`config.mk`:
```
export PLATFORM = sky130hd
export DESIGN_NAME = blackjack_game_ctrl_flat
export DESIGN_NICKNAME = d
export VERILOG_FILES = /design/src/rtl/blackjack_game_ctrl_if.sv /design/src/rtl/blackjack_game_ctrl.sv /design/src/flat_wrapper.sv
export SDC_FILE = /design/constraint.sdc
export NUM_CORES = 1
export LEC_CHECK = 0
export BUFFER_PORTS_ARGS = -buffer_cell sky130_fd_sc_hd__clkbuf_2
export CAP_MARGIN = 20
export CELL_PAD_IN_SITES_DETAIL_PLACEMENT = 0
export CELL_PAD_IN_SITES_GLOBAL_PLACEMENT = 1
export CORE_ASPECT_RATIO = 1.25
export CORE_MARGIN = 2
export CORE_UTILIZATION = 43
export DETAILED_ROUTE_END_ITERATION = 7
export MAX_ROUTING_LAYER = met4
export PLACE_DENSITY_LB_ADDON = 0.1
export RECOVER_POWER = 50
export SETUP_SLACK_MARGIN = 0.05
export SYNTH_ARGS = -nofsm -noshare
export SYNTH_HDL_FRONTEND = slang
export SYNTH_SLANG_ARGS = --single-unit
```
`constraint.sdc`:
```
create_clock -name clk -period 3.29 [get_ports clk]
set_input_delay 0.329 -clock clk [delete_from_list [all_inputs] [get_ports clk]]
set_output_delay 0.329 -clock clk [all_outputs]
set_load 0.005 [all_outputs]
```
`src/rtl/blackjack_game_ctrl_if.sv`:
```
// blackjack_game_ctrl_if: card request/valid and shuffle handshake between the game sequencer and the deck block.
interface blackjack_game_ctrl_if;
    logic       cardReq;
    logic       cardValid;
    logic [3:0] cardValue;
    logic       deckLow;
    logic       deckReady;
    logic       shuffleReq;
    modport master (output cardReq, shuffleReq, input cardValid, cardValue, deckLow, deckReady);
    modport slave  (input cardReq, shuffleReq, output cardValid, cardValue, deckLow, deckReady);
endinterface

```
`src/rtl/blackjack_game_ctrl.sv`:
```
// blackjack_game_ctrl: round sequencer that fetches cards, scores both hands and decides the outcome.
// Define DEALER_HITS_SOFT17_EN to make the dealer draw on a soft 17.
module blackjack_game_ctrl #(
    parameter int DEALER_STAND = 17
) (
    input  logic                  clk,
    input  logic                  rst,
    input  logic                  dealBtn_i,
    input  logic                  hitBtn_i,
    input  logic                  standBtn_i,
    blackjack_game_ctrl_if.master deck,
    output logic [2:0]            state_o,
    output logic [4:0]            playerHand_o,
    output logic [4:0]            dealerHand_o,
    output logic [1:0]            displayState_o,
    output logic                  resetToReshuffle_o
);
    typedef enum logic [2:0] {IDLE = 3'd0, DEAL = 3'd1, PLAYER_TURN = 3'd2, DEALER_TURN = 3'd3, END_GAME = 3'd4, LOAD = 3'd5} state_t;
    typedef enum logic [1:0] {LOSE = 2'd0, TIE = 2'd1, WIN = 2'd2, BJ = 2'd3} outcome_t;
    localparam logic [4:0] STAND = 5'(DEALER_STAND);

    state_t     state_q, state_d;
    outcome_t   disp_q, disp_d;
    logic [4:0] p_hard_q, p_hard_d, d_hard_q, d_hard_d, d_first_q, d_first_d;
    logic       p_ace_q, p_ace_d, d_ace_q, d_ace_d;
    logic [2:0] cnt_q, cnt_d;
    logic       req_q, req_d, shuf_q, shuf_d, resh_q, resh_d;
    logic [4:0] p_best, d_best, pts;
    logic       acc, to_player, d_draw, is_ace;

    assign p_best    = (p_ace_q && p_hard_q <= 5'd11) ? p_hard_q + 5'd10 : p_hard_q;
    assign d_best    = (d_ace_q && d_hard_q <= 5'd11) ? d_hard_q + 5'd10 : d_hard_q;
    assign pts       = (deck.cardValue > 4'd10) ? 5'd10 : {1'b0, deck.cardValue};
    assign is_ace    = deck.cardValue == 4'd1;
    assign acc       = req_q && deck.cardValid && deck.cardValue != 4'd0;
    assign to_player = state_q == PLAYER_TURN || (state_q == DEAL && !cnt_q[0]);
`ifdef DEALER_HITS_SOFT17_EN
    assign d_draw = d_best < STAND || (d_ace_q && d_hard_q == 5'd7);
`else
    assign d_draw = d_best < STAND;
`endif

    always_comb begin
        state_d   = state_q;
        disp_d    = disp_q;
        p_hard_d  = p_hard_q;
        p_ace_d   = p_ace_q;
        d_hard_d  = d_hard_q;
        d_ace_d   = d_ace_q;
        d_first_d = d_first_q;
        cnt_d     = cnt_q;
        req_d     = req_q;
        shuf_d    = 1'b0;
        resh_d    = resh_q;
        if (acc) begin
            req_d    = 1'b0;
            p_hard_d = to_player ? p_hard_q + pts : p_hard_q;
            p_ace_d  = p_ace_q | (to_player & is_ace);
            d_hard_d = to_player ? d_hard_q : d_hard_q + pts;
            d_ace_d  = d_ace_q | (!to_player & is_ace);
            cnt_d    = (state_q == DEAL) ? cnt_q + 3'd1 : cnt_q;
            if (state_q == DEAL && cnt_q == 3'd1) d_first_d = is_ace ? 5'd11 : pts;
        end
        // Every decision below is taken only while no fetch is outstanding, i.e. on the updated sums.
        case (state_q)
            IDLE: if (dealBtn_i) begin
                state_d = resh_q ? LOAD : DEAL;
                shuf_d  = resh_q;
            end
            LOAD: if (deck.deckReady) begin
                state_d = DEAL;
                resh_d  = 1'b0;
            end
            DEAL: if (!req_q) begin
                if (cnt_q != 3'd4) req_d = 1'b1;
                else if (p_best == 5'd21) begin
                    state_d = END_GAME;
                    disp_d  = (d_best == 5'd21) ? TIE : BJ;
                end else state_d = PLAYER_TURN;
            end
            PLAYER_TURN: if (!req_q) begin
                if (p_best > 5'd21) begin
                    state_d = END_GAME;
                    disp_d  = LOSE;
                end else if (p_best == 5'd21 || standBtn_i) state_d = DEALER_TURN;
                else if (hitBtn_i) req_d = 1'b1;
            end
            DEALER_TURN: if (!req_q) begin
                if (d_draw) req_d = 1'b1;
                else begin
                    state_d = END_GAME;
                    disp_d  = (d_best > 5'd21 || p_best > d_best) ? WIN : (p_best == d_best) ? TIE : LOSE;
                end
            end
            END_GAME: if (dealBtn_i) begin
                state_d = IDLE;
                resh_d  = resh_q | deck.deckLow;
            end
            default: state_d = IDLE;
        endcase
        if (state_d == DEAL && state_q != DEAL) begin
            p_hard_d  = 5'd0;
            p_ace_d   = 1'b0;
            d_hard_d  = 5'd0;
            d_ace_d   = 1'b0;
            d_first_d = 5'd0;
            cnt_d     = 3'd0;
        end
    end

    always_ff @(posedge clk or posedge rst) begin
        if (rst) begin
            state_q   <= IDLE;
            disp_q    <= LOSE;
            p_hard_q  <= 5'd0;
            p_ace_q   <= 1'b0;
            d_hard_q  <= 5'd0;
            d_ace_q   <= 1'b0;
            d_first_q <= 5'd0;
            cnt_q     <= 3'd0;
            req_q     <= 1'b0;
            shuf_q    <= 1'b0;
            resh_q    <= 1'b1;
        end else begin
            state_q   <= state_d;
            disp_q    <= disp_d;
            p_hard_q  <= p_hard_d;
            p_ace_q   <= p_ace_d;
            d_hard_q  <= d_hard_d;
            d_ace_q   <= d_ace_d;
            d_first_q <= d_first_d;
            cnt_q     <= cnt_d;
            req_q     <= req_d;
            shuf_q    <= shuf_d;
            resh_q    <= resh_d;
        end
    end

    assign deck.cardReq       = req_q;
    assign deck.shuffleReq    = shuf_q;
    assign state_o            = state_q;
    assign playerHand_o       = p_best;
    assign dealerHand_o       = (state_q == DEAL || state_q == PLAYER_TURN) ? d_first_q : d_best;
    assign displayState_o     = disp_q;
    assign resetToReshuffle_o = resh_q;
endmodule

```
`src/flat_wrapper.sv`:
```
// flat-port wrapper written by rule: the top's interface ports become plain ports
module blackjack_game_ctrl_flat 
#(
    parameter int DEALER_STAND = 17
)
  (clk, rst, dealBtn_i, hitBtn_i, standBtn_i, state_o, playerHand_o, dealerHand_o, displayState_o, resetToReshuffle_o, deck_cardReq, deck_shuffleReq, deck_cardValid, deck_cardValue, deck_deckLow, deck_deckReady);
  blackjack_game_ctrl_if deck_i ();
  input  logic clk;
  input  logic rst;
  input  logic dealBtn_i;
  input  logic hitBtn_i;
  input  logic standBtn_i;
  output logic [2:0] state_o;
  output logic [4:0] playerHand_o;
  output logic [4:0] dealerHand_o;
  output logic [1:0] displayState_o;
  output logic resetToReshuffle_o;
  output wire logic [$bits(deck_i.cardReq)-1:0] deck_cardReq;
  output wire logic [$bits(deck_i.shuffleReq)-1:0] deck_shuffleReq;
  input wire logic [$bits(deck_i.cardValid)-1:0] deck_cardValid;
  input wire logic [$bits(deck_i.cardValue)-1:0] deck_cardValue;
  input wire logic [$bits(deck_i.deckLow)-1:0] deck_deckLow;
  input wire logic [$bits(deck_i.deckReady)-1:0] deck_deckReady;
  assign deck_cardReq = deck_i.cardReq;
  assign deck_shuffleReq = deck_i.shuffleReq;
  assign deck_i.cardValid = deck_cardValid;
  assign deck_i.cardValue = deck_cardValue;
  assign deck_i.deckLow = deck_deckLow;
  assign deck_i.deckReady = deck_deckReady;
  blackjack_game_ctrl #(.DEALER_STAND(DEALER_STAND)) u_core (.clk(clk), .rst(rst), .dealBtn_i(dealBtn_i), .hitBtn_i(hitBtn_i), .standBtn_i(standBtn_i), .deck(deck_i), .state_o(state_o), .playerHand_o(playerHand_o), .dealerHand_o(dealerHand_o), .displayState_o(displayState_o), .resetToReshuffle_o(resetToReshuffle_o));
endmodule
```
==> results of run 1 <==
[cells by family after synthesis]
kind of cell	Yosys count
buf+inv	33
xor+xnor	10
mux	14
flops	27
fa+ha+maj	21
compound gates	61
simple gates	98
[power by group through the flow]
stage | Combinational [µW] | Sequential (µW) | Clock (µW)
final | 1410 | 685 | 203
after global routing | 1620 | 721 | 224
after CTS | 1440 | 687 | 210
after detailed placement | 1430 | 694 | 0
after global placement | 1430 | 694 | 0
after floorplan | 1110 | 599 | 0
[path summary, 6_finish.rpt]
| kind | from | endpoint | cells after the start |
|---|---|---|---|
| min reg2reg | u_core.displayState_o[0] | u_core.displayState_o[0] | 2 |
| min | rst | u_core.state_o[1] | 2 |
| min in group clk | deck_cardValue[0] | u_core.d_first_q[1] | 3 |
| max in group asynchronous | rst | u_core.d_first_q[3] | 3 |
| max | u_core.d_hard_q[1] | u_core.displayState_o[1] | 12 |
| max reg2reg | u_core.d_hard_q[1] | u_core.displayState_o[1] | 12 |
[final cells by class]
| class | instances | area (µm²) | area share (%) |
|---|---|---|---|
| well taps | 62 | 77.6 | 3.13 |
| flip-flops and latches | 27 | 677 | 27.3 |
| inverters | 23 | 86.3 | 3.49 |
| clock buffers | 4 | 45.0 | 1.82 |
| multi-input cells | 204 | 1430 | 57.6 |
| repair buffers | 33 | 165 | 6.67 |
[cell usage after synthesis (4+ instances only)]
| library cell | count |
|---|---|
| clkbuf_1 | 9 |
| nand2b_1 | 9 |
| or3_1 | 4 |
| o21ai_0 | 11 |
| and2_1 | 5 |
| ha_1 | 19 |
| dfrtp_1 | 26 |
| inv_1 | 23 |
| nor2b_1 | 7 |
| mux2i_1 | 13 |
| a21o_1 | 4 |
| a21oi_1 | 14 |
| nand2_1 | 17 |
| xnor2_1 | 7 |
| nor3_1 | 5 |
| nor2_1 | 32 |
| a31oi_1 | 4 |
| nand4_1 | 5 |
[registers in the layout, summed over array words and instances (netlist names)]
register	cells
u_core.deck.shuffleReq	1
u_core.d_ace_q	1
u_core.displayState_o	2
u_core.p_hard_q	5
u_core.cnt_q	3
u_core.p_ace_q	1
u_core.d_first_q	4
u_core.resetToReshuffle_o	1
u_core.d_hard_q	5
u_core.deck.cardReq	1
u_core.state_o	3
[metrics by stage]
stage | cells | power [µW] | setup WS [ns] | utilization [%]
6_report | 353 | 2300 | 0.414 | 49.1
5_1_grt | 353 | 2570 | 0.0774 | 49.1
4_1_cts | 353 | 2340 | 0.412 | 49.3
3_5_place_dp | 349 | 2120 | 0.435 | 48.4
3_3_place_gp | 349 | 2120 | 0.493 | 48.4
2_1_floorplan | 264 | 1710 | 0.688 | -
[layout by cell type (no fill, tap or decap), types with 5 or more instances in the layout]
cell      count
and2_1        5
ha_1         19
inv_1        23
dfrtp_1      26
clkbuf_2     27
nand2_1      17
clkbuf_1      5
nand2b_1      9
xnor2_1       7
nor3_1        5
mux2i_1      13
a21oi_1      14
nor2_1       32
nand4_1       5
o21ai_0      11
nor2b_1       7
[layer usage]
metal	track usage (%)	up-vias	wire length [µm]
met5	-	-	0
met4	5.64	0	83
met3	1.61	4	132
met2	33.5	30	2580
met1	26.6	905	2480
li1	-	982	-
==> metrics.md, run 1 <==
| Metric | Value |
|---|---|
| Lkg Pwr | 0.00117 µW |
| Resized Gates After CTS | 0 |
| CP required | 3.46 ns |
| Tmin final | 2.88 ns |
| DIE AREA | 5780 µm² |
| Combinational power share | 61.4% |
| Post-Synth XOR/XNOR Area | 3.93% |
| CP max stage delay | 0.50 ns |
| Sequential power share | 29.8% |
| DR pass1 iterations | 4 |
| Initial antenna violation count | 0 |
| Postcts setup bufs | 0 |
| Seq/Total Area, Yosys | 30.4% |
| CP Capture Type | flop |
| Mean Syn Cell Area | 8.45 µm² |
| Worst Hold Class | input port to async pin |
| Tot GR Track Use | 20.4% |
| Syn-to-layout area delta | 11.1% |
| EDFF count, synth | 0 |
| Register bit total from synthesis | 27 |
| Via/cell ratio | 5.44 |
| Placed inst area | 2440 µm² |
| Crit path cell chain | ha_1, and4b_1, o32ai_1, inv_1, ha_1, a21o_1, nand2_1, a41oi_1, a311oi_1, o311ai_0, a21oi_1, mux2i_1 |
| P per Cell Area | 928 nW/µm² |
| Chip width | 68.4 µm |
| Largest family of logic cells by synthesized area | simple AND/OR/NAND/NOR gates |
| Synth top area share | 29.2% |
| Simple-Gate Fraction of Synth Area | 23.0% |
| Mapped Cells | 264 |
| H-tree Lvls | 1 |
| Initial DRC Count | 124 |
| CTS tree | built |
| Final critical-path share of the clock period | 87.4% |
| Net Sw Frac | 47.9% |
| RSZ-0062 raised after global routing | false |
| Diodes inserted | 0 |
| Final Hold Viols | 0 |
| CTS root buffer | clkbuf_8 |
| Cell type with the largest total area after synthesis | dfrtp_1 |
| Vias in the first global route | 1871 |
| Hold-fix buffer count after cts | 0 |
| Compound-Gate Fraction of Synth Area | 18.2% |
| IO Port Bufs | 29 |
| I/O pins | 30 |
| Post-route ant nets | 0 |
| Synth Area in Adders | 12.5% |
| Switch Pwr | 1100 µW |
| Grt ovf | 0 |
| Top cells by area, synth | dfrtp_1 (29%), ha_1 (11%), mux2i_1 (5.8%), nor2_1 (5.4%), inv_1 (3.9%) |
| Max Fanout on Critical Path | 12 |
| Largest net degree at the start of global routing | 19 |
| Cell-internal power | 1200 µW |
| Clock Pin Slew Worst Setup and Hold Paths | 0.10 ns |
| Final Skew | 0.00516 ns |
| First-pass GRT wire length | 8840 µm |
| Rel. slew slack | 40.5% |
| Setup crit start kind | flop |
| CTS max path bufs | 2 |
| GP Congestion | 0.810 |
| Actual transition at the worst max-transition pin | 0.892 ns |
| Core box area | 5040 µm² |
| Layout cells sized above 1 | 12.7% |
| Setup violations, final | 0 |
| Synthesized Nets | 297 |
| CTS Sinks | 27 |
| Fmax | 348 MHz |
| Synthesis warning total | 0 |
| Filler cells | 526 |
| Setup Crit Path Kind | flop to flop |
| Fin area | 2480 µm² |
| Setup TNS | 0 ns |
| Max-slew violations | 0 |
| Netlist cell types | 45 |
| Worst EP arrival | 3.05 ns |
| CP dominant cell by count | ha_1 |
| Async set or reset register ratio after synthesis | 100% |
| DP HPWL | 4170 µm |
| Post-layout nets | 325 |
| Crit path max-delay family | compound AO/OA/AOI/OAI gates |
| Post-Route Hold Slack | 0.0447 ns |
| Clk pwr share | 8.8% |
| Core Rows | 29 |
| CP Buf/Inv Count | 1 |
| Total Wirelength | 5280 µm |
| Worst skew pair latency | 0.28 ns |
| TritonCTS Buffers | 3 |
| Synth Flop Type | dfrtp_1 |
| Peak VDD IR | 359 µV |
| Post-synthesis mux area share | 6.34% |
| Status | completed |
| Reg-to-reg setup timing slack | 0.41 ns |
| Max-Cap Viols | 0 |
| WL/cell | 15.0 µm |
| Via count | 1921 |
| CP max stage cell | dfrtp_1 |
| Post-route DRC | 0 |
| Initial Util | 44.2% |
| Die Height | 84.5 µm |
| Synthesized area | 2230 µm² |
Power figures use the tool's default switching activity.
==> run 2, diff against run 1 <==
--- a/config.mk
+++ b/config.mk
@@ -7,2 +7,3 @@
 export LEC_CHECK = 0
+export ABC_CLOCK_PERIOD_IN_PS = 3290
 export BUFFER_PORTS_ARGS = -buffer_cell sky130_fd_sc_hd__clkbuf_2
==> constraint.sdc (replaced) <==
create_clock -name clk -period 3.29 [get_ports clk]
set_input_delay 0.658 -clock clk [delete_from_list [all_inputs] [get_ports clk]]
set_output_delay 0.658 -clock clk [all_outputs]
set_load 0.005 [all_outputs]
==> run 2 against run 1 <==
Hold slack better by 0.32 ns. Sequential cell count is the same. Routed wire length rose by 2.8%. First-iteration DRC count fell by 61%. Clock skew is 0.0021 ns lower. Cell area up 0.91%. Maximum frequency shrank 2.1%.
==> metrics.md, run 2 (synthesis gave the netlist of run 1 again) <==
| Metric | Value |
|---|---|
| Status | completed (unchanged) |
| Worst EP arrival | 3.11 ns (was 3.05 ns) |
| Grt ovf | 0 (unchanged) |
| DP HPWL | 4310 µm (was 4170 µm) |
| Instance count on the critical path | 12 (unchanged) |
| Final Skew | 0.00310 ns (was 0.00516 ns) |
| Layout Cells excl Fill | 357 (was 353) |
| Worst r2r dst | u_core.displayState_o[1] (unchanged) |
| Peak VDD IR | 352 µV (was 359 µV) |
| Max-slew violations | 0 (unchanged) |
| Largest net degree at the start of global routing | 18 (was 19) |
| Clock Pin Slew Worst Setup and Hold Paths | 0.10 ns (about the same) |
| Initial Util | 44.2% (unchanged) |
| Setup Crit Path Kind | flop to flop (unchanged) |
| M2 GR Usage | 35.5% (was 33.5%) |
| Resized Gates After CTS | 0 (unchanged) |
| GP Congestion | 0.811 (was 0.810) |
| Met3 usage | 1.74% (was 1.61%) |
| Setup violations, final | 0 (unchanged) |
| Crit. Startpoint | u_core.d_hard_q[1] (unchanged) |
| Initial antenna violation count | 0 (unchanged) |
| Setup TNS | 0 ns (unchanged) |
| IO Port Bufs | 29 (unchanged) |
| P per Cell Area | 929 nW/µm² (was 928 nW/µm²) |
| DR pass1 iterations | 5 (was 4) |
| Postcts setup bufs | 0 (unchanged) |
| TritonCTS Buffers | 3 (unchanged) |
| Syn-to-layout area delta | 12.1% (was 11.1%) |
| CP dominant cell by count | ha_1 (unchanged) |
| Commonest non-fill, non-tap cell in the layout | nor2_1 (unchanged) |
| CTS tree | built (unchanged) |
| Hold-fix buffer count after cts | 0 (unchanged) |
| End of the critical path | u_core.displayState_o[1] (unchanged) |
| Via/cell ratio | 5.52 (was 5.44) |
| Diodes inserted | 0 (unchanged) |
| Met1 Use GR | 25.1% (was 26.6%) |
| Placed cells | 353 (was 349) |
| Top Registers | u_core.d_hard_q x5, u_core.p_hard_q x5, u_core.d_first_q x4 (unchanged) |
| Worst R2R Start | u_core.d_hard_q[1] (unchanged) |
| Final critical-path share of the clock period | 89.3% (was 87.4%) |
| Via count | 1972 (was 1921) |
| Crit path max-delay family | compound AO/OA/AOI/OAI gates (unchanged) |
| RSZ-0062 raised after global routing | false (unchanged) |
| Worst skew pair latency | 0.28 ns (about the same) |
| Core Rows | 29 (unchanged) |
| CP Buf/Inv Count | 1 (unchanged) |
| Tot GR Track Use | 20.9% (was 20.4%) |
| CP max stage cell | dfrtp_1 (unchanged) |
| Post-Route Hold Slack | 0.368 ns (was 0.0447 ns) |
| Layout cells sized above 1 | 13.2% (was 12.7%) |
| GR peak layer | met2 (unchanged) |
| First-pass GRT wire length | 8900 µm (was 8840 µm) |
| Reg-to-reg setup timing slack | 0.35 ns (was 0.41 ns) |
| Total Wirelength | 5430 µm (was 5280 µm) |
| CTS Sinks | 27 (unchanged) |
| Worst Hold Class | input port to async pin (unchanged) |
| Die Height | 84.5 µm (unchanged) |
| Chip width | 68.4 µm (unchanged) |
| Tmin final | 2.94 ns (was 2.88 ns) |
| Post-layout nets | 329 (was 325) |
| Post-route ant nets | 0 (unchanged) |
| Actual transition at the worst max-transition pin | 0.881 ns (was 0.892 ns) |
| H-tree Lvls | 1 (unchanged) |
| Setup crit start kind | flop (unchanged) |
| Worst Reg-to-Reg Cells | 12 (unchanged) |
| Vias in the first global route | 1908 (was 1871) |
| Max-Cap Viols | 0 (unchanged) |
| Most frequent cells in the layout | nor2_1 (32), clkbuf_2 (27), dfrtp_1 (26) (unchanged) |
| CTS max path bufs | 2 (unchanged) |
| Crit path cell chain | ha_1, and4b_1, o32ai_1, inv_1, ha_1, a21o_1, nand2_1, a41oi_1, a311oi_1, o311ai_0, a21oi_1, mux2i_1 (unchanged) |
| CTS root buffer | clkbuf_8 (unchanged) |
| Lkg Pwr | 0.00118 µW (was 0.00117 µW) |
| CP max stage delay | 0.51 ns (was 0.50 ns) |
| I/O pins | 30 (unchanged) |
| Post-route DRC | 0 (unchanged) |
| WL/cell | 15.2 µm (was 15.0 µm) |
| Initial DRC Count | 48 (was 124) |
| CP Capture Type | flop (unchanged) |
| CP required | 3.47 ns (was 3.46 ns) |
| Fmax | 340 MHz (was 348 MHz) |
| Rel. slew slack | 41.2% (was 40.5%) |
| Fin area | 2500 µm² (was 2480 µm²) |
| Placed inst area | 2470 µm² (was 2440 µm²) |
| DIE AREA | 5780 µm² (unchanged) |
| Final Hold Viols | 0 (unchanged) |
| Core box area | 5040 µm² (unchanged) |
| Max Fanout on Critical Path | 12 (unchanged) |
-- run 2: cell count changes in the layout (fill, tap and decap cells not counted), sizes merged --
cell    change
buf         +2
clkbuf      +2
-- run 2: cell type report --
class | instances | area (µm²)
fillers | 513 | 2540
multi-input cells | 204 | 1430
flip-flops and latches | 27 | 677
repair buffers | 37 | 188
inverters | 23 | 86.3
well taps | 62 | 77.6
clock buffers | 4 | 45.0
-- run 2: where the power goes --
group          leakage [µW]  switching (µW)  internal [µW]  total (µW)
clock             0.0000228             118           87.2         206
sequential         0.000341             185            468         653
combinational      0.000817             810            653        1460
total               0.00118            1110           1210        2320
-- run 2: worst reg2reg max path: stages (launching register included) --
cell	delay, ns
dfrtp_1	0.51
ha_1	0.27
and4b_1	0.21
o32ai_1	0.39
inv_1	0.15
ha_1	0.33
a21o_1	0.18
nand2_1	0.06
a41oi_1	0.04
a311oi_1	0.27
o311ai_0	0.19
a21oi_1	0.16
mux2i_1	0.07
-- run 2: metrics by stage --
stage | worst slack [ns] | util, % | power (µW)
2_1_floorplan | 0.688 | - | 1710
3_3_place_gp | 0.487 | 49.0 | 2140
3_5_place_dp | 0.414 | 49.0 | 2160
4_1_cts | 0.379 | 49.9 | 2360
5_1_grt | 0.0931 | 49.5 | 2580
6_report | 0.352 | 49.5 | 2320
-- run 2: worst min-delay path by stage --
stage | from | to | slack [ns] | depth (start not counted)
after floorplan | u_core.d_first_q[0] | u_core.d_first_q[0] | 0.48 | 2
after global placement | u_core.d_first_q[0] | u_core.d_first_q[0] | 0.50 | 2
after detailed placement | u_core.d_first_q[0] | u_core.d_first_q[0] | 0.51 | 2
after CTS | rst | u_core.cnt_q[0] | 0.40 | 2
after global routing | rst | u_core.cnt_q[0] | 0.43 | 2
final | rst | u_core.cnt_q[2] | 0.37 | 2
-- run 2: layer usage --
layer / share of wire, % / vias up
met5: 0 / -
met4: 2.2 / 0
met3: 3.2 / 8
met2: 49 / 41
met1: 46 / 930
li1: - / 993
